File: config.mk
export PLATFORM = sky130hd
export DESIGN_NAME = matriz_key_scanner
export DESIGN_NICKNAME = d
export VERILOG_FILES = /design/src/rtl/batalha_pkg.sv /design/src/rtl/key_debounce.sv /design/src/rtl/matriz_key_scanner.sv
export SDC_FILE = /design/constraint.sdc
export NUM_CORES = 1
export LEC_CHECK = 0
export BUFFER_PORTS_ARGS = -buffer_cell sky130_fd_sc_hd__buf_4
export CAP_MARGIN = 15
export CORE_ASPECT_RATIO = 0.9
export CORE_MARGIN = 2
export CORE_UTILIZATION = 28
export CTS_CLUSTER_SIZE = 30
export DETAILED_ROUTE_END_ITERATION = 8
export PLACE_DENSITY = 0.48
export SYNTH_ARGS = -nofsm -noshare
export SYNTH_HDL_FRONTEND = slang
export SYNTH_SLANG_ARGS = --single-unit
File: constraint.sdc
create_clock -name clk -period 2.5 [get_ports clk]
set_clock_uncertainty 0.05 [all_clocks]
set_input_delay 0.25 -clock clk [delete_from_list [all_inputs] [get_ports clk]]
set_output_delay 0.25 -clock clk [all_outputs]
set_load 0.005 [all_outputs]
File: src/rtl/batalha_pkg.sv
// Shared definitions for the key matrix scanner and the column-multiplexed displayer.
package batalha_pkg;

  localparam int NUM_COLS_DEF = 5;
  localparam int NUM_ROWS_DEF = 7;
  localparam int COORD_W      = 3;

  typedef enum logic [1:0] {
    IDLE   = 2'd0,
    DRIVE  = 2'd1,
    SAMPLE = 2'd2,
    NEXT   = 2'd3
  } scan_state_t;

  // Bit position of key (c,r) in the 35-bit image, same layout as the displayer.
  function automatic int img_idx(input int c, input int r, input int rows = NUM_ROWS_DEF);
    return c * rows + r;
  endfunction

endpackage

File: src/rtl/key_debounce.sv
// One-key debouncer: the stable state flips after DEBOUNCE_SCANS consecutive disagreeing samples.
module key_debounce #(
  parameter int DEBOUNCE_SCANS = 3
) (
  input  logic clk,
  input  logic reset_n,
  input  logic sample,
  input  logic sample_en,
  output logic stable,
  output logic press
);

  logic [2:0] cnt;
  logic       flip;

  assign flip  = sample_en && (sample != stable) && (cnt == 3'(DEBOUNCE_SCANS - 1));
  // Combinational so the top can latch the event on the same edge the stable bit flips.
  assign press = flip && !stable;

  always_ff @(posedge clk or negedge reset_n) begin
    if (!reset_n) begin
      cnt    <= '0;
      stable <= 1'b0;
    end else if (sample_en) begin
      if (sample == stable) begin
        cnt <= '0;
      end else if (flip) begin
        stable <= ~stable;
        cnt    <= '0;
      end else begin
        cnt <= cnt + 3'd1;
      end
    end
  end

endmodule

File: src/rtl/matriz_key_scanner.sv
// Column-strobed key matrix scanner with per-key debounce and a press-event handshake.
// Optional build macro GHOST_REJECT_EN discards column samples with more than one row active.
module matriz_key_scanner
  import batalha_pkg::*;
#(
  parameter int NUM_COLS       = NUM_COLS_DEF,
  parameter int NUM_ROWS       = NUM_ROWS_DEF,
  parameter int SETTLE_CYCLES  = 4,
  parameter int DEBOUNCE_SCANS = 3
) (
  input  logic                         clk,
  input  logic                         reset_n,
  input  logic                         enable,
  input  logic [NUM_ROWS-1:0]          row_in,
  output logic [NUM_COLS-1:0]          colune_activator,
  output logic [NUM_COLS*NUM_ROWS-1:0] key_image,
  output logic                         key_valid,
  output logic [COORD_W-1:0]           key_x,
  output logic [COORD_W-1:0]           key_y,
  input  logic                         key_ack,
  output logic                         key_overrun,
  output logic                         frame_done
);

  localparam int SETTLE_W = $clog2(SETTLE_CYCLES + 1);

  scan_state_t                  state;
  logic [COORD_W-1:0]           col;
  logic [SETTLE_W-1:0]          settle_cnt;
  logic [NUM_ROWS-1:0]          row_meta;
  logic [NUM_ROWS-1:0]          row_sync;
  logic                         sample_go;
  logic [NUM_COLS*NUM_ROWS-1:0] press_all;
  logic [NUM_ROWS-1:0]          press_row;
  logic [COORD_W-1:0]           press_y;
  logic                         press_any;
  logic                         press_multi;

  function automatic logic [NUM_COLS-1:0] col_strobe(input logic [COORD_W-1:0] c);
    return NUM_COLS'(1) << c;
  endfunction

  always_ff @(posedge clk or negedge reset_n) begin
    if (!reset_n) begin
      row_meta <= '0;
      row_sync <= '0;
    end else begin
      row_meta <= row_in;
      row_sync <= row_meta;
    end
  end

`ifdef GHOST_REJECT_EN
  assign sample_go = enable && (state == SAMPLE) && ((row_sync & (row_sync - NUM_ROWS'(1))) == '0);
`else
  assign sample_go = enable && (state == SAMPLE);
`endif

  always_ff @(posedge clk or negedge reset_n) begin
    if (!reset_n) begin
      state            <= IDLE;
      col              <= '0;
      settle_cnt       <= '0;
      colune_activator <= '0;
      frame_done       <= 1'b0;
    end else begin
      frame_done <= 1'b0;
      if (!enable) begin
        state            <= IDLE;
        col              <= '0;
        settle_cnt       <= '0;
        colune_activator <= '0;
      end else begin
        case (state)
          IDLE: begin
            state            <= DRIVE;
            settle_cnt       <= '0;
            colune_activator <= col_strobe(col);
          end
          DRIVE: begin
            if (settle_cnt == SETTLE_W'(SETTLE_CYCLES - 1)) state <= SAMPLE;
            else settle_cnt <= settle_cnt + SETTLE_W'(1);
          end
          SAMPLE: state <= NEXT;
          NEXT: begin
            state      <= DRIVE;
            settle_cnt <= '0;
            if (col == COORD_W'(NUM_COLS - 1)) begin
              col              <= '0;
              frame_done       <= 1'b1;
              colune_activator <= col_strobe('0);
            end else begin
              col              <= col + COORD_W'(1);
              colune_activator <= col_strobe(col + COORD_W'(1));
            end
          end
          default: state <= IDLE;
        endcase
      end
    end
  end

  for (genvar c = 0; c < NUM_COLS; c++) begin : g_col
    for (genvar r = 0; r < NUM_ROWS; r++) begin : g_row
      localparam int IDX = img_idx(c, r, NUM_ROWS);
      key_debounce #(.DEBOUNCE_SCANS(DEBOUNCE_SCANS)) u_key (
        .clk       (clk),
        .reset_n   (reset_n),
        .sample    (row_sync[r]),
        .sample_en (sample_go && (col == COORD_W'(c))),
        .stable    (key_image[IDX]),
        .press     (press_all[IDX])
      );
    end
  end

  // Only the sampled column can raise presses, so folding columns per row is lossless.
  always_comb begin
    press_row = '0;
    for (int c = 0; c < NUM_COLS; c++)
      for (int r = 0; r < NUM_ROWS; r++)
        press_row[r] = press_row[r] | press_all[img_idx(c, r, NUM_ROWS)];
  end

  always_comb begin
    press_y = '0;
    for (int r = NUM_ROWS - 1; r >= 0; r--)
      if (press_row[r]) press_y = COORD_W'(r);
  end

  assign press_any   = |press_row;
  assign press_multi = (press_row & (press_row - NUM_ROWS'(1))) != '0;

  always_ff @(posedge clk or negedge reset_n) begin
    if (!reset_n) begin
      key_valid   <= 1'b0;
      key_x       <= '0;
      key_y       <= '0;
      key_overrun <= 1'b0;
    end else begin
      if (key_valid && key_ack) key_valid <= 1'b0;
      if (press_any) begin
        if (key_valid) begin
          key_overrun <= 1'b1;
        end else begin
          key_valid <= 1'b1;
          key_x     <= col;
          key_y     <= press_y;
          if (press_multi) key_overrun <= 1'b1;
        end
      end
    end
  end

endmodule

==> results.cfg, run 1 <==
[run_status]
status = finished, final reports clean

[route]
ant_nets = 0
avgViaCountPerCell = 4.604
avgRoutedWirePerCell_um = 14.94
num_vias = 7265
routed_wirelength_um = 23580
drc = 0
drtIter0Drc = 438
drt_pass1_iterations = 8

[synth]
syn-num-nets = 1094
synth_cell_types = 61
ys_ff_latch = 176
synthFlopType = dfrtp_1
syn_inst = 998
syn_area_mm2 = 0.01002
synth_enable_flop_cells = 0
syn_area_per_cell_um2 = 10.04
yosysMostFrequentCell = dfrtp_1
async_reset_ff_share_pct = 100.0
yosysTopAreaCell = dfrtp_1
synth.area.top_cells = dfrtp_1, ha_1, mux2_2
yosysWarnings = 0
yosys-top-cells-count = dfrtp_1, inv_1, ha_1
synth_top_area_share_pct = 43.96
yosysSeqAreaShare_pct = 43.96

[global_routing]
grt_pass1_vias = 6891
antenna_found_initial = 0
overflow = 0
grtUsageMet3_pct = 2.446
grt_max_degree = 61
groute.usage.overall_pct = 13.01
grt_pass1_wl_um = 37770
busiest_layer = met2
grt_use_met1_pct = 18.84
met2_usage_pct = 19.86

[clock_network]
cts_root_buffer = clkbuf_16
cts_tree = done
htree_levels = 4
cts_max_path_buffers = 2
clock_sink_count = 176
clk_pin_slew_worst_paths_ps = 70
clk_latency_ps = 440
cts_inserted_buffers = 17

[floorplan]
initial_core_util_pct = 28.51
rows = 65
die_y_um = 183.5
io_pins = 60
die_w_um = 203.4
die_area_mm2 = 0.03731
coreArea_mm2 = 0.03513

[sta]
fin_crit_sh_pct = 98.12
worst_slew_pin_slew_ps = 544.3
setup_viol = 0
setup-tns-final_ps = 0
slew_headroom_pct = 63.72
min_period_ps = 2453
hold_viol_final = 0
drv_slew = 0
final.setup.worst_slack_ps = 47.00
fmaxAchievable_mhz = 407.7
grt_setup_unrepaired = true

[worst_setup_path]
cp.required_ps = 2780
cp.arrival_ps = 2730
crit_path_end_kind = flip-flop
path_max_fanout = 7
start_kind = flip-flop
crit_type = flip-flop to flip-flop

[final_layout]
final_nets = 1192
area_growth_pct = 22.39
drive_above_1_share_pct = 24.08
antennaDiodeCount = 0

[power]
total_power_mw = 7.276
power_leakage_nw = 5.899
power_density_mw_per_mm2 = 593.4
ir_worst_vdd_uv = 411.4

[placement]
place_ws_ps = -269.5
place.detailed.hpwl_um = 17320
io_buffer_count = 59
gp_congestion = 0.7886

[hold_path]
hold_path.class = input port to flip-flop

[run]
max-cap-violations = 0
[cells by family (layout without fill, tap and decap cells)]
logic type,Yosys count,count (layout),share of synthesized area (%)
buffers and inverters,168,279,7.893
and+or+nand+nor,281,281,14.89
AOI/OAI and AO/OA,209,209,14.54
muxes,44,44,5.046
adders and majority gates,85,85,10.62
DFF,176,176,43.96
xor gates and xnor gates,35,35,3.060
[layout make-up]
class / count / area, um2
Fill cell: 3530 / 22870
Multi-Input combinational cell: 654 / 5069
Sequential cell: 176 / 4404
Timing Repair Buffer: 156 / 1257
Tap cell: 469 / 586.8
Clock buffer: 19 / 452.9
Inverter: 91 / 341.6
Clock inverter: 13 / 150.1
[flip-flops by register name (all words and copies together) (netlist names)]
register	cells
frame_done	1
key_x	3
row_meta	7
key_overrun	1
colune_activator	5
col	3
g_col.g_row.u_key.cnt	105
key_y	3
g_col.g_row.u_key.stable	35
row_sync	7
settle_cnt	3
state	2
key_valid	1
[per-stage QoR]
step	instances	hold slack, ps	utilization, %	cell area (um2)
4_1_cts	1573	50.41	34.26	12040
5_1_grt	1578	52.25	34.90	12260
3_5_place_dp	1530	238.1	32.02	11250
6_report	1578	56.64	34.90	12260
2_1_floorplan	998	-95.59	-	10020
3_3_place_gp	1530	238.1	32.02	11250
[timing repair]
item                                   in CTS  in global routing
cloned                                      0                  0
pin swaps                                   8                  8
buffers inserted                            3                  5
resized for setup                          16                 32
endpoints found under the hold margin      62                  0
hold buffers                                8                  0
setup endpoints to repair                   7                  7
[power breakdown]
group	total (mW)	leakage [nW]	switching, mW	internal, mW
combinational	1.10	3.36	0.566	0.532
clock	2.78	0.292	1.24	1.55
sequential	3.39	2.24	0.262	3.13
[routing by layer]
metal  share of wire (%)  vias up
met5                   0        -
met4                0.93        0
met3                 2.8       14
met2                  45       85
met1                  51     3521
li1                    -     3645
[critical path: stages (launching register included)]
cell and delay [ps]:
dfrtp_1 420, ha_2 220, ha_4 170, nand3_4 100, buf_4 150, nor3_2 50, o41a_1 390, buf_4 170
nor2b_1 120, o31a_1 240, mux2_4 260
[final timing paths]
check | startpoint | endpoint | slack [ps] | cells past startpoint
max in group asynchronous | reset_n | g_col[4].g_row[0].u_key.cnt[2] | 1410 | 3
min reg2reg | row_meta[3] | row_sync[3] | 300 | 0
max reg2reg | col[1] | key_y[0] | 50 | 10
min | key_ack | key_valid | 60 | 3
min in group asynchronous | reset_n | g_col[4].g_row[6].u_key.cnt[0] | 330 | 2
max | col[1] | key_y[0] | 50 | 10
[placed cells by master (no fill, tap or decap), types with 12 or more instances in the layout]
cell / instances
a21oi_1: 22
nor2_1: 56
dfrtp_1: 176
xor2_1: 16
nor4_1: 13
o21ai_0: 52
nand2_1: 71
mux2_2: 36
buf_4: 138
ha_1: 79
xnor2_1: 19
nor2b_1: 12
inv_1: 87
nand2b_1: 24
clkbuf_16: 17
a21o_1: 39
nor3_1: 30
o31ai_1: 25
No activity file was read; power rests on OpenSTA's default activity.
==> run 2: changes to the inputs <==
--- a/config.mk
+++ b/config.mk
@@ -8,5 +8,4 @@
 export BUFFER_PORTS_ARGS = -buffer_cell sky130_fd_sc_hd__buf_4
-export CAP_MARGIN = 15
+export CAP_MARGIN = 30
 export CORE_ASPECT_RATIO = 0.9
-export CORE_MARGIN = 2
 export CORE_UTILIZATION = 28
==> constraint.sdc (replaced) <==
create_clock -name clk -period 2.5 [get_ports clk]
set_clock_uncertainty 0.05 [all_clocks]
set_input_delay 0.375 -clock clk [delete_from_list [all_inputs] [get_ports clk]]
set_output_delay 0.375 -clock clk [all_outputs]
set_load 0.005 [all_outputs]
==> results.cfg, run 2 (synthesis gave the netlist of run 1 again) <==
[global_routing]
grt_max_degree = 68
grt_pass1_wl_um = 38240
grt_pass1_vias = 7072
overflow = 0
groute.usage.overall_pct = 13.33
antenna_found_initial = 0

[worst_setup_path]
crit_path_cell_trace = ha_2 > ha_4 > nand3_4 > nor3_2 > o41a_1 > nor4_4 > a21oi_4 > mux2_4
crit_type = flip-flop to flip-flop
path_max_fanout = 5
crit_path_end_kind = flip-flop
cpLargestDelayFamily = compound AO/OA/AOI/OAI gates
crit_slowest_cell = o41a_1
cp_num_buf_inv = 0
cp.required_ps = 2780
cp.arrival_ps = 2800
max_stage_delay_ps = 500
start_kind = flip-flop

[sta]
drv_slew = 0
hold_viol_final = 0
slew_headroom_pct = 54.32
grt_setup_unrepaired = true
setup-tns-final_ps = -87.34
fmaxAchievable_mhz = 397.0
min_period_ps = 2519
worst_slew_pin_slew_ps = 685.2
final.setup.worst_slack_ps = -19.16
fin_crit_sh_pct = 100.8
setup_viol = 5

[power]
ir_worst_vdd_uv = 434.6
power_density_mw_per_mm2 = 604.5
power_leakage_nw = 5.933

[route]
ant_nets = 0
drc = 0
routed_wirelength_um = 23600
avgRoutedWirePerCell_um = 14.90
drt_pass1_iterations = 5
avgViaCountPerCell = 4.617
drtIter0Drc = 373
num_vias = 7313

[clock_network]
cts_inserted_buffers = 17
clock_sink_count = 176
htree_levels = 4
cts_root_buffer = clkbuf_16
clk_pin_slew_worst_paths_ps = 80
cts_max_path_buffers = 2
clk_latency_ps = 440
cts_tree = done

[placement]
gp_congestion = 0.7838
place.detailed.hpwl_um = 17100
dp_cells = 1532
io_buffer_count = 59
placed_cell_area_mm2 = 0.01125

[final_layout]
largest-register = g_col.g_row.u_key.cnt
stdcell_count = 1584
final_nets = 1198
largest_reg_flops = 105
final_common_cell = dfrtp_1
fin_area_mm2 = 0.01224
reg_top3 = g_col.g_row.u_key.cnt: 105 flops, g_col.g_row.u_key.stable: 35 flops
drive_above_1_share_pct = 23.95
antennaDiodeCount = 0
layout_common_cells = dfrtp_1, buf_4, inv_1
area_growth_pct = 22.18

[run_status]
failed_checks = negative setup slack
status = complete, but fails checks

[floorplan]
rows = 65
coreArea_mm2 = 0.03513
io_pins = 60
die_w_um = 201.4
die_area_mm2 = 0.03654
die_y_um = 181.5
initial_core_util_pct = 28.51

[run]
max-cap-violations = 0

[hold_path]
hold_path.class = input port to flip-flop
==> run 2: changes by cell type in the layout (fill, tap and decap cells not counted), moves of 2 or more <==
cell / delta
or3b_4: -3
o32ai_4: -5
buf_6: -3
clkinvlp_4: -2
or3b_2: +3
clkbuf_1: +2
bufinv_16: +2
inv_6: -4
o32ai_2: +4
clkinv_4: +2
buf_4: +8
==> run 2: what timing repair did <==
action / in CTS / in global routing
endpoints found under the setup margin: 7 / 7
resized for setup: 27 / 6
pin swaps: 12 / 3
cloned: 1 / 0
hold buffers: 8 / 0
setup buffers: 10 / 2
hold endpoints to repair: 66 / 0
==> run 2: worst reg2reg max path, cell delays in order, from the launching register on <==
cell     delay [ps]
dfrtp_1         410
ha_2            230
ha_4            180
nand3_4         110
nor3_2           50
o41a_1          510
nor4_4          410
a21oi_4         150
mux2_4          320
==> run 2: final timing paths <==
kind / from / endpoint / slack, ps / cells past startpoint
worst max-delay path: col[1] / key_x[2] / -20 / 8
worst min-delay path: key_ack / key_valid / 160 / 3
worst max register to register: col[1] / key_x[2] / -20 / 8
worst min register to register: row_meta[1] / row_sync[1] / 300 / 0
max in group asynchronous: reset_n / g_col[1].g_row[6].u_key.cnt[2] / 1240 / 3
min in group asynchronous: reset_n / g_col[4].g_row[1].u_key.stable / 480 / 2
==> run 2: stage by stage <==
step           total power [mW]  utilization [%]  hold WS (ps)  setup slack [ps]
2_1_floorplan             4.110                -         29.41             11.96
3_3_place_gp              4.488            32.03         284.8            -235.7
3_5_place_dp              4.515            32.03         287.1            -309.3
4_1_cts                   7.529            34.66         140.3            -8.824
5_1_grt                   7.812            34.84         145.0            -135.9
6_report                  7.400            34.84         161.4            -19.16
==> run 2: area by class of cell <==
cell class	instances	area, um2
Timing Repair Buffer	161	1284
Sequential cell	176	4404
Multi-Input combinational cell	655	4995
Fill cell	3603	22890
Tap cell	469	586.8
Inverter	91	341.6
Clock inverter	12	182.7
Clock buffer	20	446.7
==> run 2: layer usage <==
metal  track usage [%]  share of wire [%]  vias to the layer above
li1                  -                  -                     3650
met5                 0                  0                        -
met1             19.23                 51                     3531
met2             19.88                 43                      113
met4             4.061                1.6                        0
met3             2.764                3.6                       19
==> run 2: where the power goes <==
part	total [mW]	switching [mW]	internal [mW]
clock network	2.92	1.20	1.71
logic	1.09	0.564	0.526
registers	3.39	0.262	3.13
==> run 3: changes to the inputs <==
Settings changed: ABC_AREA set to 1, SLEW_MARGIN set to 10.
==> results.cfg, run 3 <==
[run_status]
status = finished, final reports clean

[floorplan]
die_area_mm2 = 0.03596
die_w_um = 199.8
initial_core_util_pct = 28.70
coreArea_mm2 = 0.03435
io_pins = 60
rows = 64
die_y_um = 180.0

[synth]
syn_area_per_cell_um2 = 8.535
ys_ff_latch = 176
synth_cell_types = 34
syn_inst = 1155
yosysSeqAreaShare_pct = 44.68
yosysTopAreaCell = dfrtp_1
async_reset_ff_share_pct = 100.0
synth_enable_flop_cells = 0
syn-num-nets = 1251
synth.area.top_cells = dfrtp_1, ha_1, inv_1
yosysWarnings = 0
synth_top_area_share_pct = 44.68
synthFlopType = dfrtp_1
yosys-top-cells-count = inv_1, nand2_1, dfrtp_1
syn_area_mm2 = 0.009858
yosysMostFrequentCell = inv_1

[worst_setup_path]
max_stage_delay_ps = 440
cp_num_buf_inv = 3
start_kind = flip-flop
r2r-start = col[0]
crit_slowest_cell = dfrtp_2
cp.arrival_ps = 2640
worst_path_most_repeated_cell = nand2_2
cp.required_ps = 2810
path_max_fanout = 8
cp-startpoint = col[0]
cpLargestDelayFamily = simple AND/OR/NAND/NOR gates
crit_path_end_kind = flip-flop
crit_path_cell_trace = inv_1 > ha_2 > nand2_2 > nor2_4 > buf_4 > nand4_1 > nand2_1 > inv_1 > nand2_2 > nor2_2 > nand2_2 > nand2_4 > nand2_4 > nand2_1 > o21ai_2
crit_type = flip-flop to flip-flop

[global_routing]
grt_pass1_vias = 7243
grt_pass1_wl_um = 38030
grt_max_degree = 49
overflow = 0
antenna_found_initial = 0
groute.usage.overall_pct = 13.57

[sta]
grt_setup_unrepaired = true
drv_slew = 0
fin_crit_sh_pct = 93.23
min_period_ps = 2331
hold_viol_final = 0
fin_hold_ws_ps = 128.5
final.setup.worst_slack_ps = 169.2
fmaxAchievable_mhz = 429.0
setup_viol = 0
worst_slew_pin_slew_ps = 726.4
slew_headroom_pct = 51.58

[route]
avgViaCountPerCell = 4.428
drtIter0Drc = 369
drt_pass1_iterations = 5
drc = 0
routed_wirelength_um = 23600
num_vias = 7518
avgRoutedWirePerCell_um = 13.90
ant_nets = 0

[final_layout]
antennaDiodeCount = 0
drive_above_1_share_pct = 13.27
area_growth_pct = 17.17
largest_reg_flops = 105
fillers = 3553
layout_common_cells = inv_1, nand2_1, dfrtp_1
regArea_mm2 = 0.004405
final_nets = 1319
final_common_cell = inv_1
largest-register = g_col.g_row.u_key.cnt
fin_area_mm2 = 0.01155
multi_input_area_mm2 = 0.004320
reg_top3 = g_col.g_row.u_key.cnt: 105 flops, g_col.g_row.u_key.stable: 35 flops

[hold_path]
hold_path.class = input port to flip-flop
holdCritStartpoint = key_ack

[placement]
place.detailed.hpwl_um = 17270
place_ws_ps = 89.04
io_buffer_count = 59
gp_congestion = 0.7898
placed_cell_area_mm2 = 0.01078

[clock_network]
cts_max_path_buffers = 2
clk_latency_ps = 440
htree_levels = 4
cts_root_buffer = clkbuf_16
cts_inserted_buffers = 17
clk_pin_slew_worst_paths_ps = 80
cts_tree = done
clock_sink_count = 176

[run]
max-cap-violations = 0

[power]
power_density_mw_per_mm2 = 696.1
power_leakage_nw = 5.810
ir_worst_vdd_uv = 477.9
[run 3: cell types whose count changed after synthesis, sizes merged, moves of 20 or more]
cell / change
nand2: +135
inv: +120
o21ai: +99
nand3: +51
mux2: -40
a21o: -39
nor3: -35
nand2b: -24
nand4: +23
clkbuf: -20
[run 3: cell families (layout without fill, tap and decap cells)]
kind of cell,count (synthesis),count (layout),synth area share [%]
adder cells (fa/ha/maj),85,85,10.79
AO/OA/AOI/OAI,207,207,11.64
buffers and inverters,272,349,12.11
flip-flops,176,176,44.68
AND/OR/NAND/NOR,369,373,16.70
XOR/XNOR,46,46,4.087
[run 3: metal layers]
layer	up-vias	part of all wire, %	track usage [%]
li1	3825	-	-
met1	3571	51	19.88
met2	105	44	20.40
met3	17	3.4	2.396
met4	0	1.3	3.573
met5	-	0	0
[run 3: worst register-to-register path, delay by kind of cell, from the launching register on]
kind | cells | cell delay (ps)
adder cells (fa/ha/maj) | 1 | 220
AO/OA/AOI/OAI | 1 | 100
flip-flops | 1 | 440
AND/OR/NAND/NOR | 10 | 1090
buffers and inverters | 3 | 360
[run 3: final cells by class]
cell class	count	area share [%]
multi-input cells	711	37.40
repair buffers	106	7.441
inverters	211	6.857
clock buffers	20	3.867
clock inverters	12	1.289
well taps	462	5.004
flip-flops and latches	176	38.14
[run 3: timing repair]
item | 4_1_cts | 5_1_grt
gates resized for setup | 0 | 11
endpoints found under the hold margin | 48 | 0
setup buffers | 0 | 4
hold buffers | 8 | 0
endpoints found under the setup margin | 0 | 10
[run 3: path summary, 6_finish.rpt]
| check | to | slack [ps] | cells past startpoint |
|---|---|---|---|
| max | key_y[0] | 170 | 15 |
| min | key_valid | 130 | 2 |
| max reg2reg | key_y[0] | 170 | 15 |
| min reg2reg | row_sync[6] | 290 | 0 |
| max in group asynchronous | col[0] | 1290 | 3 |
| min in group asynchronous | g_col[2].g_row[1].u_key.cnt[1] | 420 | 2 |
[run 3: per-stage QoR]
stage | util (%) | instances | TNS, ps | total power [mW]
final | 33.62 | 1698 | 0 | 8.041
after floorplan | - | 1155 | 0 | 4.724
after global routing | 33.62 | 1698 | -5.954 | 8.595
after global placement | 31.39 | 1650 | 0 | 5.287
after detailed placement | 31.39 | 1650 | 0 | 5.292
after CTS | 33.36 | 1690 | 0 | 8.106
[run 3: power breakdown]
| group | internal (mW) | switching, mW | total, mW |
|---|---|---|---|
| registers | 3.29 | 0.366 | 3.66 |
| clock network | 1.53 | 1.22 | 2.75 |
| logic | 0.690 | 0.940 | 1.63 |
